`src/rtl/ct_iu_div_iter_pkg.sv`:
```
// Shared definitions for the iterative integer divider.
//   - FSM state encoding
//   - datapath width
//   - bit offsets of the 258-bit result-cache record
//       {word, signed, rem[63:0], quot[63:0], divisor[63:0], dividend[63:0]}
package ct_iu_div_iter_pkg;

    localparam int DIV_XLEN      = 64;
    localparam int DIV_CNT_W     = 6;
    localparam int DIV_REC_W     = 258;

    localparam int REC_DIVIDEND_LSB = 0;
    localparam int REC_DIVISOR_LSB  = 64;
    localparam int REC_QUOT_LSB     = 128;
    localparam int REC_REM_LSB      = 192;
    localparam int REC_SIGNED_BIT   = 256;
    localparam int REC_WORD_BIT     = 257;

    typedef enum logic [2:0] {
        DIV_IDLE = 3'd0,
        DIV_PREP = 3'd1,
        DIV_ITER = 3'd2,
        DIV_FIX  = 3'd3,
        DIV_DONE = 3'd4
    } div_state_e;

    // Sign-extend a 32-bit value to the full datapath width.
    function automatic logic [DIV_XLEN-1:0] sext_word(input logic [31:0] x);
        return {{32{x[31]}}, x};
    endfunction

endpackage

```
`src/rtl/ct_iu_div_iter_neg.sv`:
```
// Conditional two's-complement negate, 64 bits.
//   neg_en : 1 = output -src, 0 = output src
//   src    : input value
//   rslt   : result
module ct_iu_div_iter_neg
    import ct_iu_div_iter_pkg::*;
(
    input  logic                neg_en,
    input  logic [DIV_XLEN-1:0] src,
    output logic [DIV_XLEN-1:0] rslt
);

    assign rslt = neg_en ? (~src + {{(DIV_XLEN-1){1'b0}}, 1'b1}) : src;

endmodule

```
`src/rtl/ct_iu_div_iter.sv`:
```
// Iterative restoring radix-2 integer divider (div/divu/divw/divuw style).
// Ports:
//   forever_cpuclk        clock (rising edge)
//   cpurst                asynchronous active-high reset
//   div_req_vld           request valid
//   div_req_signed        1 = signed operands
//   div_req_word          1 = 32-bit operation on src[31:0]
//   div_req_src0/src1     dividend / divisor
//   div_flush             abort in-flight divide
//   div_req_rdy           high in IDLE
//   div_rslt_vld          one-cycle result pulse
//   div_rslt_quot/rem     quotient / remainder (hold between results)
//   div_entry_write_en    result-cache write strobe (with div_rslt_vld)
//   div_entry_write_data  258-bit result-cache record
module ct_iu_div_iter
    import ct_iu_div_iter_pkg::*;
(
    input  logic                 forever_cpuclk,
    input  logic                 cpurst,
    input  logic                 div_req_vld,
    input  logic                 div_req_signed,
    input  logic                 div_req_word,
    input  logic [DIV_XLEN-1:0]  div_req_src0,
    input  logic [DIV_XLEN-1:0]  div_req_src1,
    input  logic                 div_flush,
    output logic                 div_req_rdy,
    output logic                 div_rslt_vld,
    output logic [DIV_XLEN-1:0]  div_rslt_quot,
    output logic [DIV_XLEN-1:0]  div_rslt_rem,
    output logic                 div_entry_write_en,
    output logic [DIV_REC_W-1:0] div_entry_write_data
);

    div_state_e            div_state;
    logic [DIV_CNT_W-1:0]  iter_cnt;
    logic [DIV_XLEN-1:0]   dividend_q;
    logic [DIV_XLEN-1:0]   divisor_q;
    logic                  word_q;
    logic                  signed_q;
    logic                  quot_sign;
    logic                  rem_sign;
    logic [DIV_XLEN-1:0]   divisor_mag;
    logic [DIV_XLEN-1:0]   quot_shift;   // dividend bits shift out the top, quotient bits in at the bottom
    logic [DIV_XLEN-1:0]   part_rem;
    logic [DIV_REC_W-1:0]  rslt_rec;

    logic                  req_acc;
    logic [DIV_XLEN-1:0]   src0_ext;
    logic [DIV_XLEN-1:0]   src1_ext;
    logic                  dividend_sign;
    logic                  divisor_sign;
    logic                  neg_a_en;
    logic                  neg_b_en;
    logic [DIV_XLEN-1:0]   neg_a_src;
    logic [DIV_XLEN-1:0]   neg_b_src;
    logic [DIV_XLEN-1:0]   neg_a_rslt;
    logic [DIV_XLEN-1:0]   neg_b_rslt;
    logic [DIV_XLEN:0]     trial;
    logic [DIV_XLEN:0]     trial_diff;
    logic                  trial_ge;
    logic [DIV_XLEN-1:0]   fix_quot;
    logic [DIV_XLEN-1:0]   fix_rem;

    function automatic logic [DIV_XLEN-1:0] ext_operand(
        input logic [DIV_XLEN-1:0] x,
        input logic                sgn,
        input logic                word
    );
        if (!word)
            return x;
        else if (sgn)
            return sext_word(x[31:0]);
        else
            return {32'b0, x[31:0]};
    endfunction

    assign req_acc  = div_req_vld && (div_state == DIV_IDLE) && !div_flush;
    assign src0_ext = ext_operand(div_req_src0, div_req_signed, div_req_word);
    assign src1_ext = ext_operand(div_req_src1, div_req_signed, div_req_word);

    assign dividend_sign = signed_q & dividend_q[DIV_XLEN-1];
    assign divisor_sign  = signed_q & divisor_q[DIV_XLEN-1];

    // The two negators take operand magnitudes in PREP and restore result
    // signs in FIX; the select follows the current state.
    assign neg_a_src = (div_state == DIV_FIX) ? quot_shift : dividend_q;
    assign neg_a_en  = (div_state == DIV_FIX) ? quot_sign  : dividend_sign;
    assign neg_b_src = (div_state == DIV_FIX) ? part_rem   : divisor_q;
    assign neg_b_en  = (div_state == DIV_FIX) ? rem_sign   : divisor_sign;

    ct_iu_div_iter_neg u_neg_a (
        .neg_en (neg_a_en),
        .src    (neg_a_src),
        .rslt   (neg_a_rslt)
    );

    ct_iu_div_iter_neg u_neg_b (
        .neg_en (neg_b_en),
        .src    (neg_b_src),
        .rslt   (neg_b_rslt)
    );

    // 65-bit trial subtract. part_rem < divisor_mag always holds, so the
    // difference lands in [0, 2^64) when trial >= divisor and in
    // [2^64, 2^65) otherwise: bit 64 alone is the compare result.
    assign trial      = {part_rem, quot_shift[DIV_XLEN-1]};
    assign trial_diff = trial - {1'b0, divisor_mag};
    assign trial_ge   = ~trial_diff[DIV_XLEN];

    assign fix_quot = word_q ? sext_word(neg_a_rslt[31:0]) : neg_a_rslt;
    assign fix_rem  = word_q ? sext_word(neg_b_rslt[31:0]) : neg_b_rslt;

    always_ff @(posedge forever_cpuclk or posedge cpurst) begin
        if (cpurst) begin
            div_state   <= DIV_IDLE;
            iter_cnt    <= '0;
            dividend_q  <= '0;
            divisor_q   <= '0;
            word_q      <= 1'b0;
            signed_q    <= 1'b0;
            quot_sign   <= 1'b0;
            rem_sign    <= 1'b0;
            divisor_mag <= '0;
            quot_shift  <= '0;
            part_rem    <= '0;
            rslt_rec    <= '0;
        end else begin
            case (div_state)
                DIV_IDLE: begin
                    if (req_acc) begin
                        dividend_q <= src0_ext;
                        divisor_q  <= src1_ext;
                        word_q     <= div_req_word;
                        signed_q   <= div_req_signed;
                        div_state  <= DIV_PREP;
                    end
                end
                DIV_PREP: begin
                    if (div_flush) begin
                        div_state <= DIV_IDLE;
                    end else begin
                        quot_sign   <= dividend_sign ^ divisor_sign;
                        rem_sign    <= dividend_sign;
                        divisor_mag <= neg_b_rslt;
                        // Word ops align the 32-bit magnitude to the top so the
                        // same MSB-first loop works with 32 iterations.
                        quot_shift  <= word_q ? {neg_a_rslt[31:0], 32'b0} : neg_a_rslt;
                        part_rem    <= '0;
                        iter_cnt    <= word_q ? DIV_CNT_W'(31) : DIV_CNT_W'(63);
                        if (divisor_q == '0) begin
                            rslt_rec  <= {word_q, signed_q, dividend_q, {DIV_XLEN{1'b1}},
                                          divisor_q, dividend_q};
                            div_state <= DIV_DONE;
                        end else begin
                            div_state <= DIV_ITER;
                        end
                    end
                end
                DIV_ITER: begin
                    if (div_flush) begin
                        div_state <= DIV_IDLE;
                    end else begin
                        part_rem   <= trial_ge ? trial_diff[DIV_XLEN-1:0] : trial[DIV_XLEN-1:0];
                        quot_shift <= {quot_shift[DIV_XLEN-2:0], trial_ge};
                        if (iter_cnt == '0)
                            div_state <= DIV_FIX;
                        else
                            iter_cnt <= iter_cnt - 1'b1;
                    end
                end
                DIV_FIX: begin
                    if (div_flush) begin
                        div_state <= DIV_IDLE;
                    end else begin
                        rslt_rec  <= {word_q, signed_q, fix_rem, fix_quot, divisor_q, dividend_q};
                        div_state <= DIV_DONE;
                    end
                end
                DIV_DONE: begin
                    div_state <= DIV_IDLE;
                end
                default: begin
                    div_state <= DIV_IDLE;
                end
            endcase
        end
    end

    assign div_req_rdy          = (div_state == DIV_IDLE);
    // A flush landing on DONE must still squash the pulses.
    assign div_rslt_vld         = (div_state == DIV_DONE) && !div_flush;
    assign div_entry_write_en   = (div_state == DIV_DONE) && !div_flush;
    assign div_rslt_quot        = rslt_rec[REC_QUOT_LSB +: DIV_XLEN];
    assign div_rslt_rem         = rslt_rec[REC_REM_LSB +: DIV_XLEN];
    assign div_entry_write_data = rslt_rec;

endmodule

```
`config.mk`:
```
export PLATFORM = sky130hd
export DESIGN_NAME = ct_iu_div_iter
export DESIGN_NICKNAME = d
export VERILOG_FILES = /design/src/rtl/ct_iu_div_iter_pkg.sv /design/src/rtl/ct_iu_div_iter_neg.sv /design/src/rtl/ct_iu_div_iter.sv
export SDC_FILE = /design/constraint.sdc
export NUM_CORES = 2
export LEC_CHECK = 0
export CAP_MARGIN = 20
export CORE_MARGIN = 2
export CORE_UTILIZATION = 55
export DETAILED_ROUTE_END_ITERATION = 12
export DONT_BUFFER_PORTS = 1
export PLACE_DENSITY = 0.72
export RECOVER_POWER = 25
export SLEW_MARGIN = 20
export SYNTH_ARGS = -nofsm -noshare
export SYNTH_HDL_FRONTEND = slang
export SYNTH_SLANG_ARGS = --single-unit
```
`constraint.sdc`:
```
create_clock -name forever_cpuclk -period 18.3 [get_ports forever_cpuclk]
set_clock_uncertainty 0.2 [all_clocks]
set_input_delay 0 -clock forever_cpuclk [delete_from_list [all_inputs] [get_ports forever_cpuclk]]
set_output_delay 0 -clock forever_cpuclk [all_outputs]
set_load 0.005 [all_outputs]
```
==> results.txt <==
Data arrival, critical path = 5.97 ns
Cell Int Power = 3.101 mW
cell area after placement = 33,750 um2
overall power consumption = 5.132 mW
x dimension of the die = 253.9 um
part of the cycle the worst path needs = 39.11%
count of buffers inserted at the top-level ports = 0
share of cells above drive strength 1 = 4.962%
number of global-route vias before repair = 30,760
final design area excluding fillers = 39,650 um2
worst slew pin tran = 6.930 ns
gpl congestion = 0.9782
synthesis-to-layout area growth = 15.42%
Total GRT Usage = 38.98%
clock-pin slew on the worst setup and hold paths = 0.06 ns
DP Cell Count = 4,566
Synth Warn # = 0
Synth async-reset ratio = 100.0%
Max Cap Viol = 2
antenna violations before repair = 6
maximum fanout count along the critical path = 122
largest buffer count on any clock path = 3
clk sinks = 591
net switching power = 2.031 mW
DRT Wirelength = 127,000 um
WP data required = 17.11 ns
run status = finished, violations left
area leader, netlist = sky130_fd_sc_hd__dfrtp_1
core area = 61,710 um2
EDFF count, synth = 0
static leakage = 18.52 nW
dominant register cell in the synthesized netlist = sky130_fd_sc_hd__dfrtp_1
Die Outline Area = 64,480 um2
Worst Setup Path Type = input pin to async pin
maximum number of pins on one net before global-route repair = 151
total grt overflow = 0
ranking of synthesized cells by area = sky130_fd_sc_hd__dfrtp_1 (43%), sky130_fd_sc_hd__nand2_1 (10%), sky130_fd_sc_hd__o21ai_0 (4.1%)
hold crit path type = input pin to flop
sequential cell area fraction in the yosys report = 43.05%
kind of start point of the critical path = input pin
switching share of power = 39.57%
io pins = 523
initial core utilization = 55.67%
crit end category = async pin
clk_lat worst skew = 0.62 ns
number of max-slew violations in the final report = 192
minimum clock period = 7.158 ns
row count = 91
Via density = 6.302
post-synth design cell area = 34,350 um2
Fmax = 0.1397 GHz
final cell count without fillers = 5,051
count of distinct cell types in the synthesized netlist = 91
setup repair after global routing missed its margin = false
number of vias after detailed routing = 31,830
Final Hold Fails = 0
worst vdd rail ir drop = 0.00008206 V
router iterations before antenna repair = 6
Post-CTS Setup Bufs = 0
detail-routed net length per standard cell = 25.15 um
TritonCTS clock tree = done
area of the multi-input gates = 17,260 um2
number of setup violations in the final report = 0
post-synth net total = 4,279
total CTS buffers = 67
FF/Latch Area = 14,790 um2
number of filler instances in the final layout = 5,109
DR DRC count = 0
Gate Count Post-Synth = 4,076
clock root buffer = sky130_fd_sc_hd__clkbuf_16
power per unit of standard cell area = 129.4 nW/um2
clock share of power = 27.4%
area share of the largest cell type after synthesis = 43.05%
relative contribution of sequential cells to total power = 43.5%
combinational share of power = 29.1%
maximum level of the CTS H-tree = 3
mean area per synthesized cell = 8.428 um2
violations in the final reports = capacitance limit, slew limit
detailed placement HPWL = 85,470 um
max-slew headroom at the worst pin = -362.0%
number of DRC markers in iteration 0 = 4,022
antenna-violating nets left = 0
Fin Setup TNS = 0 ns
wire length of the first global-routing pass = 190,400 um
number of flip-flops and latches in the synthesized netlist = 591
post-layout net count = 4,364
height of the chip = 253.9 um
-- worst max-delay path, stage by stage --
cell,delay [ns]
sky130_fd_sc_hd__dlygate4sd3_1,0.55
sky130_fd_sc_hd__clkinvlp_2,0.47
sky130_fd_sc_hd__clkbuf_1,4.84
-- synth_stat cells, types with 11 or more instances --
cell type	number
sky130_fd_sc_hd__nor2_1	301
sky130_fd_sc_hd__and2_1	18
sky130_fd_sc_hd__xnor2_1	107
sky130_fd_sc_hd__ha_1	68
sky130_fd_sc_hd__inv_1	95
sky130_fd_sc_hd__nand4_1	27
sky130_fd_sc_hd__a21oi_1	212
sky130_fd_sc_hd__nand2b_1	22
sky130_fd_sc_hd__o21ai_1	11
sky130_fd_sc_hd__o211ai_1	18
sky130_fd_sc_hd__nor2b_1	41
sky130_fd_sc_hd__a21o_1	32
sky130_fd_sc_hd__o21bai_1	12
sky130_fd_sc_hd__o21ai_0	281
sky130_fd_sc_hd__dfrtp_1	591
sky130_fd_sc_hd__a211oi_1	26
sky130_fd_sc_hd__or4_1	12
sky130_fd_sc_hd__a21boi_0	19
sky130_fd_sc_hd__a31oi_1	37
sky130_fd_sc_hd__xor2_1	90
sky130_fd_sc_hd__nand2_1	948
sky130_fd_sc_hd__nor3_1	113
sky130_fd_sc_hd__a22o_1	21
sky130_fd_sc_hd__mux2i_1	106
sky130_fd_sc_hd__buf_4	132
sky130_fd_sc_hd__o31ai_1	13
sky130_fd_sc_hd__or3_1	18
sky130_fd_sc_hd__o21a_1	17
sky130_fd_sc_hd__a221oi_1	36
sky130_fd_sc_hd__nor4_1	29
sky130_fd_sc_hd__and3_1	26
sky130_fd_sc_hd__buf_2	29
sky130_fd_sc_hd__o22a_1	85
sky130_fd_sc_hd__nand3b_1	34
sky130_fd_sc_hd__clkbuf_1	204
sky130_fd_sc_hd__nand3_1	101
-- cell type report --
class / count / area share [%]
inverters: 96 / 0.9309
flip-flops and latches: 591 / 37.30
multi-input cells: 3006 / 43.54
diodes: 2 / 0.01262
clock inverters: 26 / 0.8330
well taps: 837 / 2.641
clock buffers: 94 / 4.891
repair buffers: 399 / 9.851
-- cell families (layout without fill, tap and decap cells) --
group	after synthesis	after routing	share of synthesized area [%]
buffers and inverters	479	615	6.978
adders and majority gates	69	69	2.535
other	0	2	0
DFF	591	591	43.05
xor gates and xnor gates	197	197	5.022
and+or+nand+nor	1727	1727	22.14
AOI/OAI and AO/OA	889	889	16.47
muxes	124	124	3.806
-- path summary, 6_finish.rpt --
| kind | from | endpoint | slack, ns | depth (start not counted) |
|---|---|---|---|---|
| max | cpurst | quot_shift[32] | 11.14 | 3 |
| min | div_req_word | word_q | 0.12 | 4 |
| max reg2reg | div_state[2] | div_entry_write_data[248] | 12.32 | 13 |
| min reg2reg | quot_sign | quot_sign | 0.27 | 2 |
| max in group forever_cpuclk | div_state[2] | div_entry_write_data[248] | 12.32 | 13 |
| min in group asynchronous | cpurst | div_entry_write_data[194] | 0.48 | 3 |
-- cell usage in the layout, fill, tap and decap left out, types with 36 or more instances in the layout --
master and n:
sky130_fd_sc_hd__a21oi_1 211, sky130_fd_sc_hd__a221oi_1 36, sky130_fd_sc_hd__a31oi_1 37, sky130_fd_sc_hd__clkbuf_16 68, sky130_fd_sc_hd__dfrtp_1 590, sky130_fd_sc_hd__dlygate4sd3_1 360, sky130_fd_sc_hd__ha_1 68, sky130_fd_sc_hd__inv_1 93
sky130_fd_sc_hd__mux2i_1 106, sky130_fd_sc_hd__nand2_1 947, sky130_fd_sc_hd__nand3_1 100, sky130_fd_sc_hd__nor2_1 298, sky130_fd_sc_hd__nor2b_1 41, sky130_fd_sc_hd__nor3_1 112, sky130_fd_sc_hd__o21ai_0 280, sky130_fd_sc_hd__o22a_1 85
sky130_fd_sc_hd__xnor2_1 107, sky130_fd_sc_hd__xor2_1 89
-- metal layers --
layer  track usage, %  vias to the layer above  wire length (um)
met5                0                        -                27
met4            21.58                        4              7760
met3            10.74                      392             14760
met2            59.26                     1866             55770
met1            50.35                    15470             48720
li1                 -                    14100                 -
-- power groups by stage --
| stage | Sequential, mW | Clock (mW) | Combinational [mW] |
|---|---|---|---|
| finish | 2.23 | 1.41 | 1.49 |
| global route | 2.27 | 1.47 | 1.64 |
| CTS | 2.20 | 1.41 | 1.45 |
| detailed placement | 2.21 | 0 | 1.34 |
| global placement | 2.21 | 0 | 1.31 |
| floorplan | 1.95 | 0 | 1.17 |
-- stage by stage --
| stage | setup slack [ns] | hold WS, ns | utilization, % |
|---|---|---|---|
| 2_1_floorplan | 1.560 | -0.09456 | - |
| 3_3_place_gp | 12.63 | -0.09934 | 54.68 |
| 3_5_place_dp | 12.48 | -0.1019 | 54.68 |
| 4_1_cts | 12.48 | 0.007146 | 64.29 |
| 5_1_grt | 9.672 | 0.1594 | 64.25 |
| 6_report | 11.14 | 0.1189 | 64.25 |
-- sequential cells by signal, summed over array words and instances, names as in the netlist, 3 cells and up --
| signal | cells |
|---|---|
| dividend_q | 64 |
| divisor_mag | 64 |
| quot_shift | 64 |
| divisor_q | 64 |
| iter_cnt | 6 |
| div_entry_write_data | 258 |
| part_rem | 64 |
| div_state | 3 |
-- repair_timing --
| item | in CTS | in global routing |
|---|---|---|
| hold buffers | 362 | 1 |
| gates resized for setup | 0 | 0 |
| endpoints found under the hold margin | 353 | 14 |
Power figures use the tool's default switching activity.
